<file path="src/rtl/hub75_scan_engine_if.sv">
// Command, line-buffer and PHY signal bundle of the HUB75 scan engine.
interface hub75_scan_engine_if #(
    parameter int N_BANKS      = 2,
    parameter int N_ROWS       = 32,
    parameter int N_COLS       = 64,
    parameter int N_CHANS      = 3,
    parameter int BITDEPTH     = 8,
    parameter int LOG_N_ROWS   = $clog2(N_ROWS),
    parameter int LOG_N_COLS   = $clog2(N_COLS),
    parameter int LOG_BITDEPTH = $clog2(BITDEPTH)
);
    logic                                ctrl_go;
    logic [LOG_N_ROWS-1:0]               ctrl_row;
    logic [LOG_BITDEPTH-1:0]             ctrl_plane;
    logic                                ctrl_rdy;
    logic [15:0]                         cfg_tick;
    logic [LOG_N_COLS-1:0]               buf_rd_addr;
    logic [N_BANKS*N_CHANS*BITDEPTH-1:0] buf_rd_data;
    logic [LOG_N_ROWS-1:0]               phy_addr;
    logic [N_BANKS*N_CHANS-1:0]          phy_data;
    logic                                phy_clk;
    logic                                phy_le;
    logic                                phy_blank;

    modport master (
        output ctrl_go, ctrl_row, ctrl_plane, cfg_tick, buf_rd_data,
        input  ctrl_rdy, buf_rd_addr,
        input  phy_addr, phy_data, phy_clk, phy_le, phy_blank
    );

    modport slave (
        input  ctrl_go, ctrl_row, ctrl_plane, cfg_tick, buf_rd_data,
        output ctrl_rdy, buf_rd_addr,
        output phy_addr, phy_data, phy_clk, phy_le, phy_blank
    );
endinterface

</file>
<file path="src/rtl/hub75_scan_engine.sv">
// HUB75 row scan / bit-plane sequencer: shifts one plane of a row, then
// blanks, latches, readdresses and keeps the row lit for a BCM on-time.
module hub75_scan_engine #(
    parameter int N_BANKS      = 2,
    parameter int N_ROWS       = 32,
    parameter int N_COLS       = 64,
    parameter int N_CHANS      = 3,
    parameter int BITDEPTH     = 8,
    parameter int LOG_N_ROWS   = $clog2(N_ROWS),
    parameter int LOG_N_COLS   = $clog2(N_COLS),
    parameter int LOG_BITDEPTH = $clog2(BITDEPTH)
) (
    input logic clk,
    input logic rst,
    hub75_scan_engine_if.slave bus
);
    localparam int NLANE = N_BANKS * N_CHANS;
    localparam int TW    = 16 + BITDEPTH;
    localparam logic [LOG_N_COLS-1:0] COL_LAST = LOG_N_COLS'(N_COLS - 1);

    typedef enum logic [2:0] {
        IDLE, SHIFT, DRAIN, WAIT, BLANK, LATCH, ADDR
    } state_t;

    state_t                  state, state_nx;
    logic [LOG_N_COLS-1:0]   col, col_nx;
    logic                    dcnt, dcnt_nx;
    logic [LOG_N_ROWS-1:0]   row_q, row_nx;
    logic [LOG_BITDEPTH-1:0] plane_q, plane_nx;
    logic [TW-1:0]           timer, timer_nx;
    logic                    sh_v;
    logic                    rdy_q, rdy_nx;
    logic                    blank_q, blank_nx;
    logic                    le_q, le_nx;
    logic                    clk_q;
    logic [LOG_N_ROWS-1:0]   addr_q, addr_nx;
    logic [NLANE-1:0]        data_q;
    logic [NLANE-1:0]        lane_bit;
    logic                    lit_nx;

    assign bus.ctrl_rdy    = rdy_q;
    assign bus.buf_rd_addr = col;
    assign bus.phy_addr    = addr_q;
    assign bus.phy_data    = data_q;
    assign bus.phy_clk     = clk_q;
    assign bus.phy_le      = le_q;
    assign bus.phy_blank   = blank_q;

    always_comb begin
        lane_bit = '0;
        for (int i = 0; i < NLANE; i++) begin
            logic [BITDEPTH-1:0] f;
            f = bus.buf_rd_data[i*BITDEPTH +: BITDEPTH];
            lane_bit[i] = f[plane_q];
        end
    end

    always_comb begin
        state_nx = state;
        col_nx   = col;
        dcnt_nx  = dcnt;
        row_nx   = row_q;
        plane_nx = plane_q;
        addr_nx  = addr_q;
        timer_nx = (timer != '0) ? timer - 1'b1 : '0;
        unique case (state)
            IDLE: begin
                if (bus.ctrl_go) begin
                    state_nx = SHIFT;
                    row_nx   = bus.ctrl_row;
                    plane_nx = bus.ctrl_plane;
                end
            end
            SHIFT: begin
                col_nx = col + 1'b1;
                if (col == COL_LAST) begin
                    col_nx   = '0;
                    state_nx = DRAIN;
                end
            end
            DRAIN: begin
                dcnt_nx = ~dcnt;
                if (dcnt) state_nx = WAIT;
            end
            // leave as the timer expires so LATCH follows the first dark cycle
            WAIT: begin
                if (timer_nx == '0) state_nx = BLANK;
            end
            BLANK: state_nx = LATCH;
            LATCH: state_nx = ADDR;
            ADDR: begin
                state_nx = IDLE;
                timer_nx = TW'(bus.cfg_tick) << plane_q;
            end
            default: state_nx = IDLE;
        endcase
        if (state_nx == ADDR) addr_nx = row_q;
        rdy_nx   = (state_nx == IDLE);
        le_nx    = (state_nx == LATCH);
        lit_nx   = (timer_nx != '0) &&
                   !(state_nx inside {BLANK, LATCH, ADDR});
        blank_nx = !lit_nx;
    end

    always_ff @(posedge clk) begin
        if (rst) begin
            state <= IDLE;
        end else begin
            state <= state_nx;
        end
    end

    always_ff @(posedge clk) begin
        if (rst) begin
            col     <= '0;
            dcnt    <= 1'b0;
            row_q   <= '0;
            plane_q <= '0;
            timer   <= '0;
            sh_v    <= 1'b0;
            rdy_q   <= 1'b1;
            blank_q <= 1'b1;
            le_q    <= 1'b0;
            clk_q   <= 1'b0;
            addr_q  <= '0;
            data_q  <= '0;
        end else begin
            col     <= col_nx;
            dcnt    <= dcnt_nx;
            row_q   <= row_nx;
            plane_q <= plane_nx;
            timer   <= timer_nx;
            sh_v    <= (state == SHIFT);
            rdy_q   <= rdy_nx;
            blank_q <= blank_nx;
            le_q    <= le_nx;
            clk_q   <= sh_v;
            addr_q  <= addr_nx;
            data_q  <= sh_v ? lane_bit : '0;
        end
    end
endmodule
</file>
<file path="src/flat_wrapper.sv">
// flat-port wrapper written by rule: the top's interface ports become plain ports
module hub75_scan_engine_flat 
#(
    parameter int N_BANKS      = 2,
    parameter int N_ROWS       = 32,
    parameter int N_COLS       = 64,
    parameter int N_CHANS      = 3,
    parameter int BITDEPTH     = 8,
    parameter int LOG_N_ROWS   = $clog2(N_ROWS),
    parameter int LOG_N_COLS   = $clog2(N_COLS),
    parameter int LOG_BITDEPTH = $clog2(BITDEPTH)
)
  (clk, rst, bus_ctrl_go, bus_ctrl_row, bus_ctrl_plane, bus_cfg_tick, bus_buf_rd_data, bus_ctrl_rdy, bus_buf_rd_addr, bus_phy_addr, bus_phy_data, bus_phy_clk, bus_phy_le, bus_phy_blank);
  hub75_scan_engine_if #(.N_BANKS(N_BANKS), .N_ROWS(N_ROWS), .N_COLS(N_COLS), .N_CHANS(N_CHANS), .BITDEPTH(BITDEPTH), .LOG_N_ROWS(LOG_N_ROWS), .LOG_N_COLS(LOG_N_COLS), .LOG_BITDEPTH(LOG_BITDEPTH)) bus_i ();
  input logic clk;
  input logic rst;
  input wire logic [$bits(bus_i.ctrl_go)-1:0] bus_ctrl_go;
  input wire logic [$bits(bus_i.ctrl_row)-1:0] bus_ctrl_row;
  input wire logic [$bits(bus_i.ctrl_plane)-1:0] bus_ctrl_plane;
  input wire logic [$bits(bus_i.cfg_tick)-1:0] bus_cfg_tick;
  input wire logic [$bits(bus_i.buf_rd_data)-1:0] bus_buf_rd_data;
  output wire logic [$bits(bus_i.ctrl_rdy)-1:0] bus_ctrl_rdy;
  output wire logic [$bits(bus_i.buf_rd_addr)-1:0] bus_buf_rd_addr;
  output wire logic [$bits(bus_i.phy_addr)-1:0] bus_phy_addr;
  output wire logic [$bits(bus_i.phy_data)-1:0] bus_phy_data;
  output wire logic [$bits(bus_i.phy_clk)-1:0] bus_phy_clk;
  output wire logic [$bits(bus_i.phy_le)-1:0] bus_phy_le;
  output wire logic [$bits(bus_i.phy_blank)-1:0] bus_phy_blank;
  assign bus_i.ctrl_go = bus_ctrl_go;
  assign bus_i.ctrl_row = bus_ctrl_row;
  assign bus_i.ctrl_plane = bus_ctrl_plane;
  assign bus_i.cfg_tick = bus_cfg_tick;
  assign bus_i.buf_rd_data = bus_buf_rd_data;
  assign bus_ctrl_rdy = bus_i.ctrl_rdy;
  assign bus_buf_rd_addr = bus_i.buf_rd_addr;
  assign bus_phy_addr = bus_i.phy_addr;
  assign bus_phy_data = bus_i.phy_data;
  assign bus_phy_clk = bus_i.phy_clk;
  assign bus_phy_le = bus_i.phy_le;
  assign bus_phy_blank = bus_i.phy_blank;
  hub75_scan_engine #(.N_BANKS(N_BANKS), .N_ROWS(N_ROWS), .N_COLS(N_COLS), .N_CHANS(N_CHANS), .BITDEPTH(BITDEPTH), .LOG_N_ROWS(LOG_N_ROWS), .LOG_N_COLS(LOG_N_COLS), .LOG_BITDEPTH(LOG_BITDEPTH)) u_core (.clk(clk), .rst(rst), .bus(bus_i));
endmodule
</file>
<file path="config.mk">
export PLATFORM = sky130hd
export DESIGN_NAME = hub75_scan_engine_flat
export DESIGN_NICKNAME = d
export VERILOG_FILES = /design/src/rtl/hub75_scan_engine_if.sv /design/src/rtl/hub75_scan_engine.sv /design/src/flat_wrapper.sv
export SDC_FILE = /design/constraint.sdc
export NUM_CORES = 1
export LEC_CHECK = 0
export BUFFER_PORTS_ARGS = -buffer_cell sky130_fd_sc_hd__buf_4
export CORE_UTILIZATION = 49
export DETAILED_ROUTE_END_ITERATION = 16
export PLACE_DENSITY = 0.83
export SETUP_SLACK_MARGIN = 0.3
export SKIP_LAST_GASP = 1
export SYNTH_ARGS = -nofsm -noshare
export SYNTH_HDL_FRONTEND = slang
export SYNTH_SLANG_ARGS = --single-unit
export TNS_END_PERCENT = 5
</file>
<file path="constraint.sdc">
create_clock -name clk -period 2.7 [get_ports clk]
set_input_delay 0.27 -clock clk [delete_from_list [all_inputs] [get_ports clk]]
set_output_delay 0.27 -clock clk [all_outputs]
set_load 0.005 [all_outputs]
</file>
==> run_results.csv, run 1 <==
group,metric,value,unit
place,hpwl,8.38,mm
place,place.gp.congestion,0.926,
synth,ys_ff_latch,58,
floorplanning,die_area,0.00827,mm²
layout,finalNonFillerCells,672,
critical_path,worstSetupPathType,"reg -> reg",
routing,drt_wl_total,11.2,mm
synth,ys_seq_area_frac,0.299,
synth,ys_types,58,
critical_path,cpMostUsedCell,"or4_4",
synth,synth_common_cells,"61 x nor2_1, 58 x dfxtp_1, 41 x nand2_1",
sta,fmax,358,MHz
routing,first_pass_iters,11,
synth,yosysMostFrequentCell,"nor2_1",
floorplanning,initial_core_util,0.504,
critical_path,required,2970,ps
run_status,violations,"design-rule violations, negative setup slack",
power,power.density,887,mW/mm²
critical_path,worstReg2RegStart,"u_core.timer[11]$_SDFF_PP0_",
sta,slew_violations,0,
sta,worst_slew_pin_slew,561,ps
clock_tree,cts_tree,"yes",
sta,period_share,1.03,
critical_path,slowest_delay,580,ps
floorplanning,die_y,91.0,µm
critical_path,cp-end-kind,"flop",
global_routing,grtUsageTotal,0.274,
sta,rsz0062_at_grt,"true",
critical_path,r2r_end,"u_core.bus.phy_blank$_SDFF_PP1_",
sta,finalWorstSetupSlack,-93.9,ps
synth,yosys_warnings,0,
routing,avgViaCountPerCell,5.91,
power,total_power,0.00463,W
critical_path,crit_fanout,5,
worst_hold_path,min_path_type,"in -> reg",
clock_tree,root_buffer,"clkbuf_8",
synth,synthArstFlopShare,0,
layout,diodes,0,
sta,min_period,2790,ps
run_status,status,"finished, violations left",
synth,ys.flop_type,"dfxtp_1",
floorplanning,ios,96,
global_routing,grt_max_degree,53,
synth,synthCells,445,
power,leakage,2.20,nW
critical_path,cpLargestDelayFamily,"simple AND/OR/NAND/NOR gates",
sta,final-setup-viol-count,2,
routing,drt_iter0_markers,305,
synth,synth_top_area_frac,0.299,
layout,fill_cells,565,
synth,synth_top_area_cell,"dfxtp_1",
clock_tree,cts_max_level,3,
clock_tree,path_clk_slew,80,ps
worst_hold_path,holdPathEnd,"u_core.row_q[4]$_SDFFE_PP0P_",
job,maxCapViolCount,0,
synth,synth_area_leaders,"dfxtp_1 30%, mux4_2 12%, mux2i_1 9.6%",
critical_path,startpoint_type,"flop",
worst_hold_path,hold_depth,3,
place,placed_cell_area,0.00494,mm²
global_routing,grt-ovfl-total,0,
clock_tree,cts_buffers,9,
critical_path,crit_chain,"or4_4, or4_4, o21ai_4, nor2_1, a31oi_1, nand4_1, or4_1, o21ai_1",
worst_hold_path,hold_start,"bus_ctrl_row[4]",
critical_path,arrival,3060,ps
global_routing,grt_pass1_vias,3871,
power,irDropWorstVdd,0.000377,V
synth,synth_nets,522,
global_routing,grt_antenna_before_repair,0,
floorplanning,die_w,91.0,µm
critical_path,worstPathBufferInverterCount,0,
clock_tree,cts_num_sinks,58,
sta,skew,11.9,ps
layout,fin_nets,642,
floorplanning,rows,32,
synth,synth_edf_count,0,
critical_path,worstRegToRegCells,8,
clock_tree,clk_latency,340,ps
routing,drc,1,
critical_path,slowest_stage,"or4_4",
synth,syn-cell-area,0.00388,mm²
clock_tree,cts_buffer_depth,2,
routing,wl_per_cell,16.6,µm
floorplanning,core,0.00769,mm²
synth,avgSynthCellArea,8.71,µm²
layout,syn_to_final_growth,34.8,%
global_routing,grt_first_pass_wirelength,18.2,mm
sta,maxSlewHeadroom,0.625,
routing,vias,3974,
place,dp_slack,-48.2,ps
layout,fin_area,0.00523,mm²
place,dp.cells,655,
place,io_buffers,95,
critical_path,reg2reg_slack,-90,ps
layout,drive_above_1_share,0.347,
routing,ant_nets,0,
sta,hold_viol,0,
## worst min-delay path: stages
cell and delay, ps:
buf_4 100, nand2_1 50, a21oi_1 50
## state kept, by name, summed over array words and instances (netlist names)
| register | cells |
|---|---|
| u_core.bus.ctrl_rdy | 1 |
| u_core.row_q | 5 |
| u_core.bus.phy_data | 6 |
| u_core.plane_q | 3 |
| u_core.bus.phy_le | 1 |
| u_core.dcnt | 1 |
| u_core.bus.phy_addr | 5 |
| u_core.bus.buf_rd_addr | 6 |
| u_core.sh_v | 1 |
| u_core.bus.phy_blank | 1 |
| u_core.bus.phy_clk | 1 |
| u_core.timer | 24 |
| u_core.state | 3 |
## worst max path at each step
| stage | start | to | slack (ps) | cells past startpoint |
|---|---|---|---|---|
| after floorplan | u_core.timer[11]$_SDFF_PP0_ | u_core.bus.phy_blank$_SDFF_PP1_ | 70 | 8 |
| after global placement | u_core.timer[11]$_SDFF_PP0_ | u_core.bus.phy_blank$_SDFF_PP1_ | -30 | 8 |
| after detailed placement | u_core.timer[11]$_SDFF_PP0_ | u_core.bus.phy_blank$_SDFF_PP1_ | -50 | 8 |
| after CTS | u_core.timer[6]$_SDFF_PP0_ | u_core.bus.phy_blank$_SDFF_PP1_ | -90 | 8 |
| after global routing | u_core.timer[11]$_SDFF_PP0_ | u_core.bus.phy_blank$_SDFF_PP1_ | -190 | 8 |
| final | u_core.timer[11]$_SDFF_PP0_ | u_core.bus.phy_blank$_SDFF_PP1_ | -90 | 8 |
## cells in the final DEF, fill, tap and decap left out, types with 11 or more instances in the layout
master,n
a21oi_1,27
buf_4,135
dfxtp_1,56
mux2i_1,37
mux4_2,21
nand2_1,41
nor2_1,61
nor2b_1,12
nor3_1,11
xor2_1,11
## power by group
part / switching [W] / internal (W) / total (W) / leakage, nW
combinational: 0.00135 / 0.00114 / 0.00249 / 1.60
sequential: 0.000136 / 0.000999 / 0.00113 / 0.474
clock: 0.000386 / 0.000622 / 0.00101 / 0.124
total: 0.00187 / 0.00276 / 0.00463 / 2.20
## per-layer routing
| layer | global-route usage | part of all wire | vias up |
|---|---|---|---|
| met3 | 0.0360 | 0.071 | 19 |
| met5 | 0 | 0 | - |
| met2 | 0.482 | 0.50 | 216 |
| met1 | 0.338 | 0.41 | 1873 |
| met4 | 0.114 | 0.020 | 0 |
| li1 | - | - | 1866 |
## repair_timing
item	4_1_cts	5_1_grt
pin swaps	3	3
buffers inserted	0	1
resized for setup	0	5
endpoints found under the setup margin	5	5
hold buffers	0	0
## per-stage QoR
stage | utilization | hold slack, ps | setup TNS (ps)
floorplan | - | 406 | 0
global placement | 0.642 | 442 | -33.6
detailed placement | 0.642 | 446 | -48.2
CTS | 0.675 | 171 | -134
global route | 0.680 | 184 | -560
finish | 0.680 | 177 | -118
## cell type report
| cell class | count | area (µm²) | share of cell area |
|---|---|---|---|
| clock inverter | 7 | 125 | 0.0239 |
| tap | 102 | 128 | 0.0244 |
| sequential | 58 | 1160 | 0.223 |
| clock buffer | 9 | 124 | 0.0237 |
| timing repair buffer | 136 | 1030 | 0.198 |
| inverter | 8 | 30.0 | 0.00575 |
| multi-input combinational | 352 | 2620 | 0.502 |
## logic make-up after synthesis
family | after synthesis | share of synthesized area
compound gates | 77 | 0.133
xor+xnor | 23 | 0.0520
fa+ha+maj | 2 | 0.00645
buf+inv | 35 | 0.0384
flops | 58 | 0.299
mux | 60 | 0.223
simple gates | 190 | 0.248
Power figures use the tool's default switching activity.
==> run 2, diff against run 1 <==
Settings changed: PLACE_DENSITY 0.83 to not set, PLACE_DENSITY_LB_ADDON set to 0.15.
==> run 2 against run 1 <==
  * The flow finishes with violations (negative setup slack)
  * Cell count is 0.30% lower
  * Sequential share of layout area up 0.088 points
  * Combinational power is 2% lower
  * Routed wire length down 1.6%
  * Register-to-register slack better by 50 ps
  * Die area unchanged
  * Worst setup slack improved by 51 ps
  * Critical path type unchanged
  * Largest cell class unchanged
==> run_results.csv, run 2 (same netlist as run 1, synthesis figures left out) <==
group,metric,value,unit
run_status,status,"finished, violations left",
run_status,violations,"negative setup slack",
floorplanning,die_w,91.0,µm
layout,drive_above_1_share,0.350,
critical_path,cp-end-kind,"flop",
floorplanning,die_area,0.00827,mm²
global_routing,use_met3,0.0720,
critical_path,slowest_delay,580,ps
global_routing,busiest_layer,"met2",
layout,largest_register_ffs,24,
power,p_int,0.00270,W
routing,ant_nets,0,
power,p_clk_frac,0.206,
clock_tree,post_cts_buffers,0,
power,leakage,2.19,nW
power,p_sw,0.00181,W
place,hpwl,8.57,mm
global_routing,grt_antenna_before_repair,0,
clock_tree,cts_tree,"yes",
sta,final-setup-viol-count,2,
routing,avgViaCountPerCell,5.75,
critical_path,crit_chain,"or4_4, or4_4, o21ai_4, o22ai_2, a211oi_2, nand4_1, or4_1, o21ai_1",
layout,diodes,0,
worst_hold_path,min_path_type,"in -> reg",
place,dp.cells,656,
global_routing,grtUsageTotal,0.276,
sta,period_share,1.02,
sta,fmax,365,MHz
critical_path,worstSetupPathType,"reg -> reg",
layout,syn_to_final_growth,34.4,%
floorplanning,die_y,91.0,µm
critical_path,r2r_end,"u_core.bus.phy_blank$_SDFF_PP1_",
critical_path,critPathLaunch,"u_core.timer[11]$_SDFF_PP0_",
clock_tree,root_buffer,"clkbuf_8",
power,p_comb_frac,0.539,
sta,min_period,2740,ps
sta,rsz0062_at_grt,"true",
sta,finalWorstSetupSlack,-43.1,ps
place,place.gp.congestion,0.948,
layout,fin_nets,642,
global_routing,grt-ovfl-total,0,
clock_tree,cts_buffer_depth,2,
clock_tree,cts_buffers,9,
critical_path,worstReg2RegStart,"u_core.timer[11]$_SDFF_PP0_",
sta,fin_tns_setup,-53.1,ps
floorplanning,core,0.00769,mm²
critical_path,startpoint_type,"flop",
routing,drt_wl_total,11.0,mm
critical_path,required,2980,ps
global_routing,grt_first_pass_wirelength,18.2,mm
layout,top_register,"u_core.timer",
floorplanning,initial_core_util,0.504,
layout,finalNonFillerCells,670,
clock_tree,clk_latency,340,ps
critical_path,crit_fanout,5,
sta,maxSlewHeadroom,0.592,
clock_tree,path_clk_slew,70,ps
power,power_frac_seq,0.255,
routing,drc,0,
global_routing,globalRouteMet2Util,0.460,
sta,skew,9.60,ps
global_routing,grtUsageMet1,0.346,
critical_path,arrival,3020,ps
sta,worst_slew_pin_slew,610,ps
critical_path,cpMostUsedCell,"or4_4",
place,io_buffers,95,
floorplanning,ios,96,
clock_tree,cts_num_sinks,58,
layout,fin_util,0.678,
clock_tree,cts_max_level,3,
power,irDropWorstVdd,0.000405,V
power,switching_share,0.401,
global_routing,grt_max_degree,53,
power,power.density,866,mW/mm²
critical_path,worstRegToRegCells,8,
layout,final_cell_mix,"136 x buf_4, 61 x nor2_1, 55 x dfxtp_1",
floorplanning,rows,32,
critical_path,endpoint,"u_core.bus.phy_blank$_SDFF_PP1_",
layout,final_common_cell,"buf_4",
routing,drt_iter0_markers,210,
routing,vias,3851,
job,maxCapViolCount,0,
routing,wl_per_cell,16.4,µm
critical_path,reg2reg_slack,-40,ps
critical_path,slowest_stage,"or4_4",
sta,hold_viol,0,
sta,slew_violations,0,
routing,first_pass_iters,5,
global_routing,grt_pass1_vias,3837,
run 2: changes by cell type in the layout (fill, tap and decap cells not counted), sizes merged:
cell,previous run,this run
clkbuf,9,12
clkinv,2,0
inv,10,8
bufinv,3,2
run 2: area by class of cell:
class / instances / area (µm²)
Clock buffer: 12 / 165
Clock inverter: 2 / 60.1
Fill cell: 664 / 2480
Inverter: 8 / 30.0
Multi-Input combinational cell: 352 / 2640
Sequential cell: 58 / 1160
Tap cell: 102 / 128
Timing Repair Buffer: 136 / 1020
run 2: how the worst min path moves through the flow:
| stage | end | slack, ps | depth (start not counted) | from |
|---|---|---|---|---|
| 3_5_place_dp | u_core.row_q[2]$_SDFFE_PP0P_ | 450 | 2 | u_core.row_q[2]$_SDFFE_PP0P_ |
| 2_1_floorplan | u_core.row_q[0]$_SDFFE_PP0P_ | 410 | 2 | bus_ctrl_row[0] |
| 5_1_grt | u_core.plane_q[1]$_SDFFE_PP0P_ | 160 | 3 | bus_ctrl_plane[1] |
| 4_1_cts | u_core.plane_q[1]$_SDFFE_PP0P_ | 150 | 3 | bus_ctrl_plane[1] |
| 3_3_place_gp | u_core.row_q[3]$_SDFFE_PP0P_ | 440 | 2 | u_core.row_q[3]$_SDFFE_PP0P_ |
| 6_report | u_core.plane_q[1]$_SDFFE_PP0P_ | 160 | 3 | bus_ctrl_plane[1] |
run 2: worst max-delay path: cells and delay by family (launching register included):
family           cells  cell delay [ps]
AO/OA/AOI/OAI        4              620
AND/OR/NAND/NOR      4             1750
flip-flops           1              320
run 2: power groups by stage:
| stage | Sequential, W | Combinational, W | Clock [W] |
|---|---|---|---|
| floorplan | 0.00113 | 0.00156 | 0 |
| global placement | 0.00115 | 0.00226 | 0 |
| detailed placement | 0.00116 | 0.00228 | 0 |
| CTS | 0.00114 | 0.00231 | 0.000942 |
| global route | 0.00117 | 0.00264 | 0.000981 |
| finish | 0.00115 | 0.00243 | 0.000930 |
run 2: through the flow:
step                      total power [W]  area [µm²]  setup WS, ps  hold slack [ps]
after global routing              0.00480        5210          -118              158
after detailed placement          0.00344        4930         -34.1              448
after global placement            0.00341        4930         -8.04              441
after CTS                         0.00439        5160         -42.9              153
after floorplan                   0.00269        3900          70.1              406
final                             0.00451        5210         -43.1              163
run 2: routing by layer:
layer,share of wire,up-vias
met5,0,-
met4,0.017,0
met3,0.071,20
met2,0.47,152
met1,0.44,1810
li1,-,1869
run 2: timing repair:
action,CTS,global route
gates resized for setup,0,8
endpoints found under the setup margin,5,6
hold buffers,0,0
pin swaps,0,1
